$ cat src/rtl/bp_update_queue.sv
`default_nettype none
// +----------------------------------------------------------------------------+
// | Module   : bp_update_queue                                                 |
// | Brief    : Compacting FIFO of resolved-branch updates feeding predictor    |
// |            training, plus registered GHR-restore for oldest mispredict.    |
// |            Optional statistics outputs under BP_UPDQ_STATS_EN.             |
// | Revision : 1.0                                                             |
// +----------------------------------------------------------------------------+
module bp_update_queue #(
    parameter int PC_WIDTH   = 32,
    parameter int GH_WIDTH   = 16,
    parameter int META_WIDTH = GH_WIDTH + 3,
    parameter int NUM_UPD    = 3,
    parameter int DEPTH      = 8
) (
    input  logic                                 clk,
    input  logic                                 rst_n,
    input  logic                                 flush_i,
    input  logic [NUM_UPD-1:0]                   in_valid_i,
    input  logic [NUM_UPD-1:0][PC_WIDTH-1:0]     in_pc_i,
    input  logic [NUM_UPD-1:0][META_WIDTH-1:0]   in_meta_i,
    input  logic [NUM_UPD-1:0]                   in_mispred_i,
    input  logic [NUM_UPD-1:0][1:0]              in_cause_i,
    input  logic [NUM_UPD-1:0]                   in_actual_valid_i,
    input  logic [NUM_UPD-1:0]                   in_actual_taken_i,
    output logic                                 in_ready_o,
    output logic                                 upd_valid_o,
    input  logic                                 upd_ready_i,
    output logic [PC_WIDTH-1:0]                  upd_pc_o,
    output logic [META_WIDTH-1:0]                upd_meta_o,
    output logic                                 upd_mispred_o,
    output logic [1:0]                           upd_cause_o,
    output logic                                 upd_actual_taken_o,
    output logic                                 upd_train_o,
    output logic                                 restore_valid_o,
    output logic [GH_WIDTH-1:0]                  restore_ghr_o
`ifdef BP_UPDQ_STATS_EN
    ,
    output logic [31:0]                          stat_enq_o,
    output logic [31:0]                          stat_misp_o,
    output logic [$clog2(DEPTH+1)-1:0]           stat_hwm_o
`endif
);

    localparam int c_addr_w = $clog2(DEPTH);
    localparam int c_cnt_w  = $clog2(DEPTH + 1);
    localparam logic [c_cnt_w-1:0] c_ready_max = c_cnt_w'(DEPTH - NUM_UPD);
    localparam logic [c_cnt_w-1:0] c_depth_cnt = c_cnt_w'(DEPTH);

    logic [PC_WIDTH-1:0]   r_pc_mem    [DEPTH];
    logic [META_WIDTH-1:0] r_meta_mem  [DEPTH];
    logic                  r_misp_mem  [DEPTH];
    logic [1:0]            r_cause_mem [DEPTH];
    logic                  r_aval_mem  [DEPTH];
    logic                  r_taken_mem [DEPTH];

    logic [c_addr_w-1:0]   r_head;
    logic [c_addr_w-1:0]   r_tail;
    logic [c_cnt_w-1:0]    r_count;
    logic                  r_restore_valid;
    logic [GH_WIDTH-1:0]   r_restore_ghr;

    logic [NUM_UPD-1:0]    w_accept;
    logic [c_addr_w-1:0]   w_wr_idx [NUM_UPD];
    logic [c_cnt_w-1:0]    w_n_in;
    logic [c_cnt_w-1:0]    w_count_next;
    logic                  w_deq;
    logic                  w_rst_hit;
    logic [GH_WIDTH-1:0]   w_rst_ghr;

    // Acceptance looks only at the registered count; a same-cycle dequeue earns no credit.
    assign in_ready_o  = (r_count <= c_ready_max);
    assign w_accept    = in_valid_i & {NUM_UPD{in_ready_o & ~flush_i}};
    assign upd_valid_o = (r_count != '0);
    assign w_deq       = upd_valid_o & upd_ready_i;

    // Accepted ports pack into consecutive slots starting at tail.
    always_comb begin
        w_n_in = '0;
        for (int i = 0; i < NUM_UPD; i++) begin
            w_wr_idx[i] = r_tail + c_addr_w'(w_n_in);
            w_n_in      = w_n_in + c_cnt_w'(w_accept[i]);
        end
    end

    // Scan high-to-low so the oldest mispredicting port wins.
    always_comb begin
        w_rst_hit = 1'b0;
        w_rst_ghr = r_restore_ghr;
        for (int i = NUM_UPD - 1; i >= 0; i--) begin
            if (w_accept[i] && in_mispred_i[i]) begin
                w_rst_hit = 1'b1;
                w_rst_ghr = {in_meta_i[i][GH_WIDTH-2:0], in_actual_taken_i[i]};
            end
        end
    end

    assign w_count_next = flush_i ? '0 : (r_count + w_n_in - c_cnt_w'(w_deq));

    always_ff @(posedge clk) begin
        for (int i = 0; i < NUM_UPD; i++) begin
            if (w_accept[i]) begin
                r_pc_mem[w_wr_idx[i]]    <= in_pc_i[i];
                r_meta_mem[w_wr_idx[i]]  <= in_meta_i[i];
                r_misp_mem[w_wr_idx[i]]  <= in_mispred_i[i];
                r_cause_mem[w_wr_idx[i]] <= in_cause_i[i];
                r_aval_mem[w_wr_idx[i]]  <= in_actual_valid_i[i];
                r_taken_mem[w_wr_idx[i]] <= in_actual_taken_i[i];
            end
        end
    end

    always_ff @(posedge clk or negedge rst_n) begin
        if (!rst_n) begin
            r_head          <= '0;
            r_tail          <= '0;
            r_count         <= '0;
            r_restore_valid <= 1'b0;
            r_restore_ghr   <= '0;
        end else if (flush_i) begin
            r_head          <= '0;
            r_tail          <= '0;
            r_count         <= '0;
            r_restore_valid <= 1'b0;
        end else begin
            r_head          <= r_head + c_addr_w'(w_deq);
            r_tail          <= r_tail + c_addr_w'(w_n_in);
            r_count         <= w_count_next;
            r_restore_valid <= w_rst_hit;
            r_restore_ghr   <= w_rst_ghr;
        end
    end

    // Storage is not reset, so head fields are forced to zero while empty.
    assign upd_pc_o           = upd_valid_o ? r_pc_mem[r_head]    : '0;
    assign upd_meta_o         = upd_valid_o ? r_meta_mem[r_head]  : '0;
    assign upd_mispred_o      = upd_valid_o & r_misp_mem[r_head];
    assign upd_cause_o        = upd_valid_o ? r_cause_mem[r_head] : 2'd0;
    assign upd_actual_taken_o = upd_valid_o & r_taken_mem[r_head];
    assign upd_train_o        = upd_valid_o & r_aval_mem[r_head] & (r_cause_mem[r_head] == 2'd0);
    assign restore_valid_o    = r_restore_valid;
    assign restore_ghr_o      = r_restore_ghr;

`ifdef BP_UPDQ_STATS_EN
    logic [31:0]        r_stat_enq;
    logic [31:0]        r_stat_misp;
    logic [c_cnt_w-1:0] r_stat_hwm;
    logic [c_cnt_w-1:0] w_n_misp;

    always_comb begin
        w_n_misp = '0;
        for (int i = 0; i < NUM_UPD; i++) begin
            w_n_misp = w_n_misp + c_cnt_w'(w_accept[i] & in_mispred_i[i]);
        end
    end

    // Statistics survive flush; only rst_n clears them.
    always_ff @(posedge clk or negedge rst_n) begin
        if (!rst_n) begin
            r_stat_enq  <= '0;
            r_stat_misp <= '0;
            r_stat_hwm  <= '0;
        end else begin
            r_stat_enq  <= r_stat_enq + 32'(w_n_in);
            r_stat_misp <= r_stat_misp + 32'(w_n_misp);
            if (w_count_next > r_stat_hwm) begin
                r_stat_hwm <= w_count_next;
            end
        end
    end

    assign stat_enq_o  = r_stat_enq;
    assign stat_misp_o = r_stat_misp;
    assign stat_hwm_o  = r_stat_hwm;
`endif

    a_count_bound: assert property (@(posedge clk) disable iff (!rst_n) r_count <= c_depth_cnt);

endmodule
`default_nettype wire
$ cat config.mk
export PLATFORM = sky130hd
export DESIGN_NAME = bp_update_queue
export DESIGN_NICKNAME = d
export VERILOG_FILES = /design/src/rtl/bp_update_queue.sv
export SDC_FILE = /design/constraint.sdc
export NUM_CORES = 1
export LEC_CHECK = 0
export ABC_AREA = 1
export BUFFER_PORTS_ARGS = -buffer_cell sky130_fd_sc_hd__buf_2
export CAP_MARGIN = 20
export CORE_MARGIN = 10
export CORE_UTILIZATION = 51
export CTS_CLUSTER_DIAMETER = 30
export DETAILED_ROUTE_END_ITERATION = 6
export PLACE_DENSITY = 0.76
export SLEW_MARGIN = 20
export SYNTH_ARGS = -nofsm -noshare
export SYNTH_HDL_FRONTEND = slang
export SYNTH_SLANG_ARGS = --single-unit
$ cat constraint.sdc
create_clock -name clk -period 8.9 [get_ports clk]
set_clock_uncertainty 0.1 [all_clocks]
set_input_delay 1.78 -clock clk [delete_from_list [all_inputs] [get_ports clk]]
set_output_delay 1.78 -clock clk [all_outputs]
set_load 0.01 [all_outputs]
# Word level (Yosys, flattened, before mapping)
# Memories as Yosys holds them, arrays and structs flattened.
# Cells that the tools add are included.
[op_classes]
add_sub_neg = 8
n_mux = 19
n_reduce_logical = 7
shift = 0
div_mod_pow = 0
order_cmp = 1
n_bitwise = 8
eq_ne = 0
multipliers = 0
[ops]
columns = ["cell", "n"]
rows = [
  ["two-way mux 16 bit", 3],
  ["two-way mux 32 bit", 1],
  ["two-way mux 19 bit", 1],
  ["two-way mux 1 bit", 10],
  ["adder 3 x 1 -> 3 bit", 2],
  ["AND 1 bit", 6],
  ["two-way mux 3 bit", 2],
  ["adder 4 x 3 -> 4 bit", 1],
  ["<= comparator 4 x 3 -> 1 bit (second input constant)", 1],
  ["two-way mux 4 bit", 1],
  ["nonzero test 4 bit", 1],
  ["subtractor 4 x 1 -> 4 bit", 1],
  ["adder 2 x 1 -> 3 bit", 1],
  ["adder 3 x 2 -> 3 bit", 1],
  ["adder 3 bit", 1],
  ["AND 3 bit", 1],
  ["logical AND 1 bit", 3],
  ["nonzero test 3 bit", 1],
  ["adder 1 x 1 -> 2 bit", 1],
  ["zero test 2 bit", 1],
  ["two-way mux 2 bit", 1],
  ["AND reduction 2 bit", 1],
  ["inverter 1 bit", 1],
]
[totals]
n_memories = 6
latch_bits = 0
rom_bits = 0
mem_bits_rw = 448
input_bits = 175
ff_bits = 27
out_inout_bits = 75
[mem_list]
columns = ["name", "words", "word_bits", "read_ports", "rd_ports_with_merged_regs", "wr", "line_no", "text"]
rows = [
  ["r_pc_mem", 8, 32, 1, 0, 3, "50", "logic [PC_WIDTH-1:0] r_pc_mem [DEPTH];"],
  ["r_meta_mem", 8, 19, 1, 0, 3, "51", "logic [META_WIDTH-1:0] r_meta_mem [DEPTH];"],
  ["r_cause_mem", 8, 2, 1, 0, 3, "53", "logic [1:0] r_cause_mem [DEPTH];"],
  ["r_aval_mem", 8, 1, 1, 0, 3, "54", "logic r_aval_mem [DEPTH];"],
  ["r_misp_mem", 8, 1, 1, 0, 3, "52", "logic r_misp_mem [DEPTH];"],
  ["r_taken_mem", 8, 1, 1, 0, 3, "55", "logic r_taken_mem [DEPTH];"],
]

# Logic depth before layout (Yosys ltp)
[logic_depth]
ltp_word = 8
mapped_depth = 20
depth_no_buf = 18

# Worst setup path before layout
# Ideal clock, no wire load.
[synth_timing]
path_type = "in2reg"
startpoint = "input flush_i"
endpoint = "memory r_aval_mem[6], enable pin"
stages = 12
setup_ns = 0.547
slack_ns = 0.484
path_buffers = 3
required_time_ns = 8.253
arrival_time_ns = 7.768
cell_sequence = "buf_4 -> inv_4 -> nand3_4 -> nor2_4 -> buf_6 -> buf_2 -> ha_1 -> ha_1 -> fa_1 -> xor2_1 -> nand2_1 -> o21ai_0"
[synth_lines]
columns = ["element", "line_no", "text"]
rows = [
  ["from (decl)", "18", "input logic flush_i,"],
  ["to (decl)", "54", ""],
]

# Final worst setup path
[layout_timing]
startpoint = "register r_head[0]"
endpoint = "output upd_meta_o[18]"
[layout_via]
elab_chain_len = 2
[layout_lines]
columns = ["element", "line_no", "text"]
rows = [
  ["from (decl)", "57", "logic [c_addr_w-1:0] r_head;"],
  ["from (signal assigned)", "126", "r_head <= r_head + c_addr_w'(w_deq);"],
  ["memory (8 x 19 bit)", "n/a", ""],
  ["two-way mux 19 bit", "136", "assign upd_meta_o = upd_valid_o ? r_meta_mem[r_head] : '0;"],
  ["to (decl)", "30", "output logic [META_WIDTH-1:0] upd_meta_o,"],
]
# No other way between the ends.

==> impl_metrics.ini <==
[outcome]
outcome = complete, but fails checks
violations = DRC

[finish]
regArea_um2 = 14100
drive_gt1_share_pct = 13.0
syn_to_final_growth_pct = 16.5
fillers = 4882
final_cells = 4767
final_common_cell = nand2_1
fin_nets = 4088
multiInputGateArea_um2 = 13100
stdcell_area_um2 = 34500
mostFrequentLayoutCells = nand2_1 (1065), o21ai_0 (756), nor2_1 (467)

[critical_path]
crit_arrival_ns = 4.45
critPathTopFamily = buffers and inverters
worstPathMaxFanout = 80
cp-end-kind = output pin
critical_path_class = flop to output pin
path_cells = buf_4, buf_4, nor2_1, nor2_1, o21ai_0, o21ai_0, o21ai_0, nor2_1, buf_2
required_ns = 7.02
crit_path_top_delay_cell = dfrtp_4
slowest_delay_ns = 1.01
critical_path.startpoint_type = flop
crit_buf_inv = 3

[route]
num_vias = 28029
first_pass_iters = 7
routed_wl_um = 97800
ant_nets = 0
vias_per_cell = 5.88
drc = 1
drt-initial-drc-count = 3459
wl_per_cell_um = 20.5

[sta]
tightest_slew_ns = 1.09
finalSetupViolations = 0
rsz0062_at_grt = no
totalNegativeSetupSlack_ns = 0
fmax_mhz = 158
maxSlewViolCount = 0
layout_min_cycle_time_ns = 6.33
min_period_over_period_pct = 71.1
slew_headroom_pct = 27.3
finalHoldViolCount = 0

[synthesis]
postSynthAreaPerCell_um2 = 7.71
syn-cell-area_um2 = 29600
synth-compound-area-share_pct = 21.2
synth_cell_types = 32
synthXorXnorAreaFrac_pct = 0.148
synth.area.mux_share_pct = 0
seq_area_frac_synth_pct = 47.7
synthAdderAreaFrac_pct = 0.946
ys_warn_count = 0
yosys.area.top_type_share_pct = 45.4
synth-simple-area-share_pct = 21.5
synth_top_cell_by_area = edfxtp_1
ys_top_cells_by_area = edfxtp_1 (45%), nand2_1 (14%), o21ai_0 (13%), o21ai_1 (6.5%), nor2_1 (5.9%)
syn_nets = 4038
synth_top_family_by_area = simple AND/OR/NAND/NOR gates
syn_inst = 3843
ys_seq_elements = 475

[clocking]
clock-sinks = 475
post_cts_buffers = 0
cts_hold_buf = 0
htree_levels = 3
ctsResizeCount = 0
worstSkewPairLatency_ns = 0.66
cts_buffers = 110
cts.clk_slew.worst_paths_ns = 0.05
root_buffer = clkbuf_16
clockBufferDepth = 3
cts_tree = done

[power_and_ir_drop]
peakVddDrop_v = 0.000239
leakagePower_nw = 13.1
powerDensity_nw_per_um2 = 309

[die]
start_util_pct = 51.4
die_area_um2 = 68100
core_um2 = 57600
rows = 88
boundaryPins = 250
dieHeight_um = 261
die-width_um = 261

[global_route]
grt_max_degree = 113
grt_pass1_vias = 26928
grt_usage_pct = 27.9
antenna_found_initial = 21
grt.overflow.total = 0
grt_pass1_wl_um = 150000

[flow_run]
cap_violations = 0

[placement]
gp_congestion = 0.843
hpwl_um = 57500
place_inst = 4544
dpl-instance-area_um2 = 30300
io_buffers = 249

[hold_path]
min_path_type = flop to flop
through the flow:
stage               hold slack (ns)  utilization, %  setup WS, ns  total power [mW]
floorplan                     0.443               -         0.484              5.13
global placement              0.386            52.7          2.68              6.11
detailed placement            0.387            52.7          2.55              6.18
CTS                           0.407            59.8          2.63              10.6
global route                  0.418            59.9          2.38              11.1
finish                        0.405            59.9          2.57              10.7
per-layer routing:
layer / wire [um] / share of wire [%] / track usage, % / vias to the layer above
li1: - / - / - / 13139
met1: 37000 / 38 / 34.6 / 12879
met2: 46200 / 47 / 46.5 / 1742
met3: 11300 / 12 / 5.80 / 259
met4: 3240 / 3.3 / 12.6 / 10
met5: 65 / 0.066 / 0 / -
worst paths after layout:
kind                                                  to                          from  slack (ns)  cells past startpoint
setup / recovery                          upd_meta_o[18]           r_head[0]$_DFF_PN0_        2.57                      9
hold / removal              restore_ghr_o[5]$_DFFE_PN0P_  restore_ghr_o[5]$_DFFE_PN0P_        0.41                      2
setup reg to reg                r_pc_mem[4][1]$_DFFE_PP_          r_count[3]$_DFF_PN0_        3.66                     14
hold reg to reg             restore_ghr_o[5]$_DFFE_PN0P_  restore_ghr_o[5]$_DFFE_PN0P_        0.41                      2
max in group asynchronous            r_head[0]$_DFF_PN0_                         rst_n        7.13                      1
min in group asynchronous  restore_ghr_o[11]$_DFFE_PN0P_                         rst_n        1.05                      1
cell type report:
class	instances	area share [%]
Multi-Input combinational cell	2864	37.9
Clock inverter	68	3.08
Sequential cell	475	41.0
Antenna cell	14	0.102
Inverter	149	1.64
Tap cell	765	2.77
Timing Repair Buffer	293	4.82
Clock buffer	139	8.76
flip-flops by register name (all words and copies together), names as in the netlist, 4 cells and up:
signal	flops
r_aval_mem	8
r_cause_mem	16
r_count	4
r_meta_mem	152
r_misp_mem	8
r_pc_mem	256
r_taken_mem	8
restore_ghr_o	16
power breakdown:
part	internal, mW	switching (mW)	leakage (nW)
logic	0.912	2.15	6.72
registers	2.97	0.172	4.41
clock network	3.13	1.33	2.00
worst min-delay path: cells and delay by family, from the launching register on:
| kind | cells | cell delay (ns) |
|---|---|---|
| flip-flops | 1 | 0.34 |
| AND/OR/NAND/NOR | 2 | 0.13 |
logic make-up after synthesis:
logic type | count (synthesis)
fa+ha+maj | 20
buf+inv | 504
compound gates | 1210
xor+xnor | 5
flops | 475
simple gates | 1629
cells in the mapped netlist, drive strengths merged:
library cell	number
o21ai	1144
nand2	1078
nor2	483
edfxtp	448
buf	208
inv	148
clkbuf	147
nand3	66
o32ai	53
dfrtp	27
ha	16
a21oi	7
o211ai	6
fa	4
xor2	3
nand4	2
xnor2	2
clkinv	1
(Power assumes the default switching activity.)
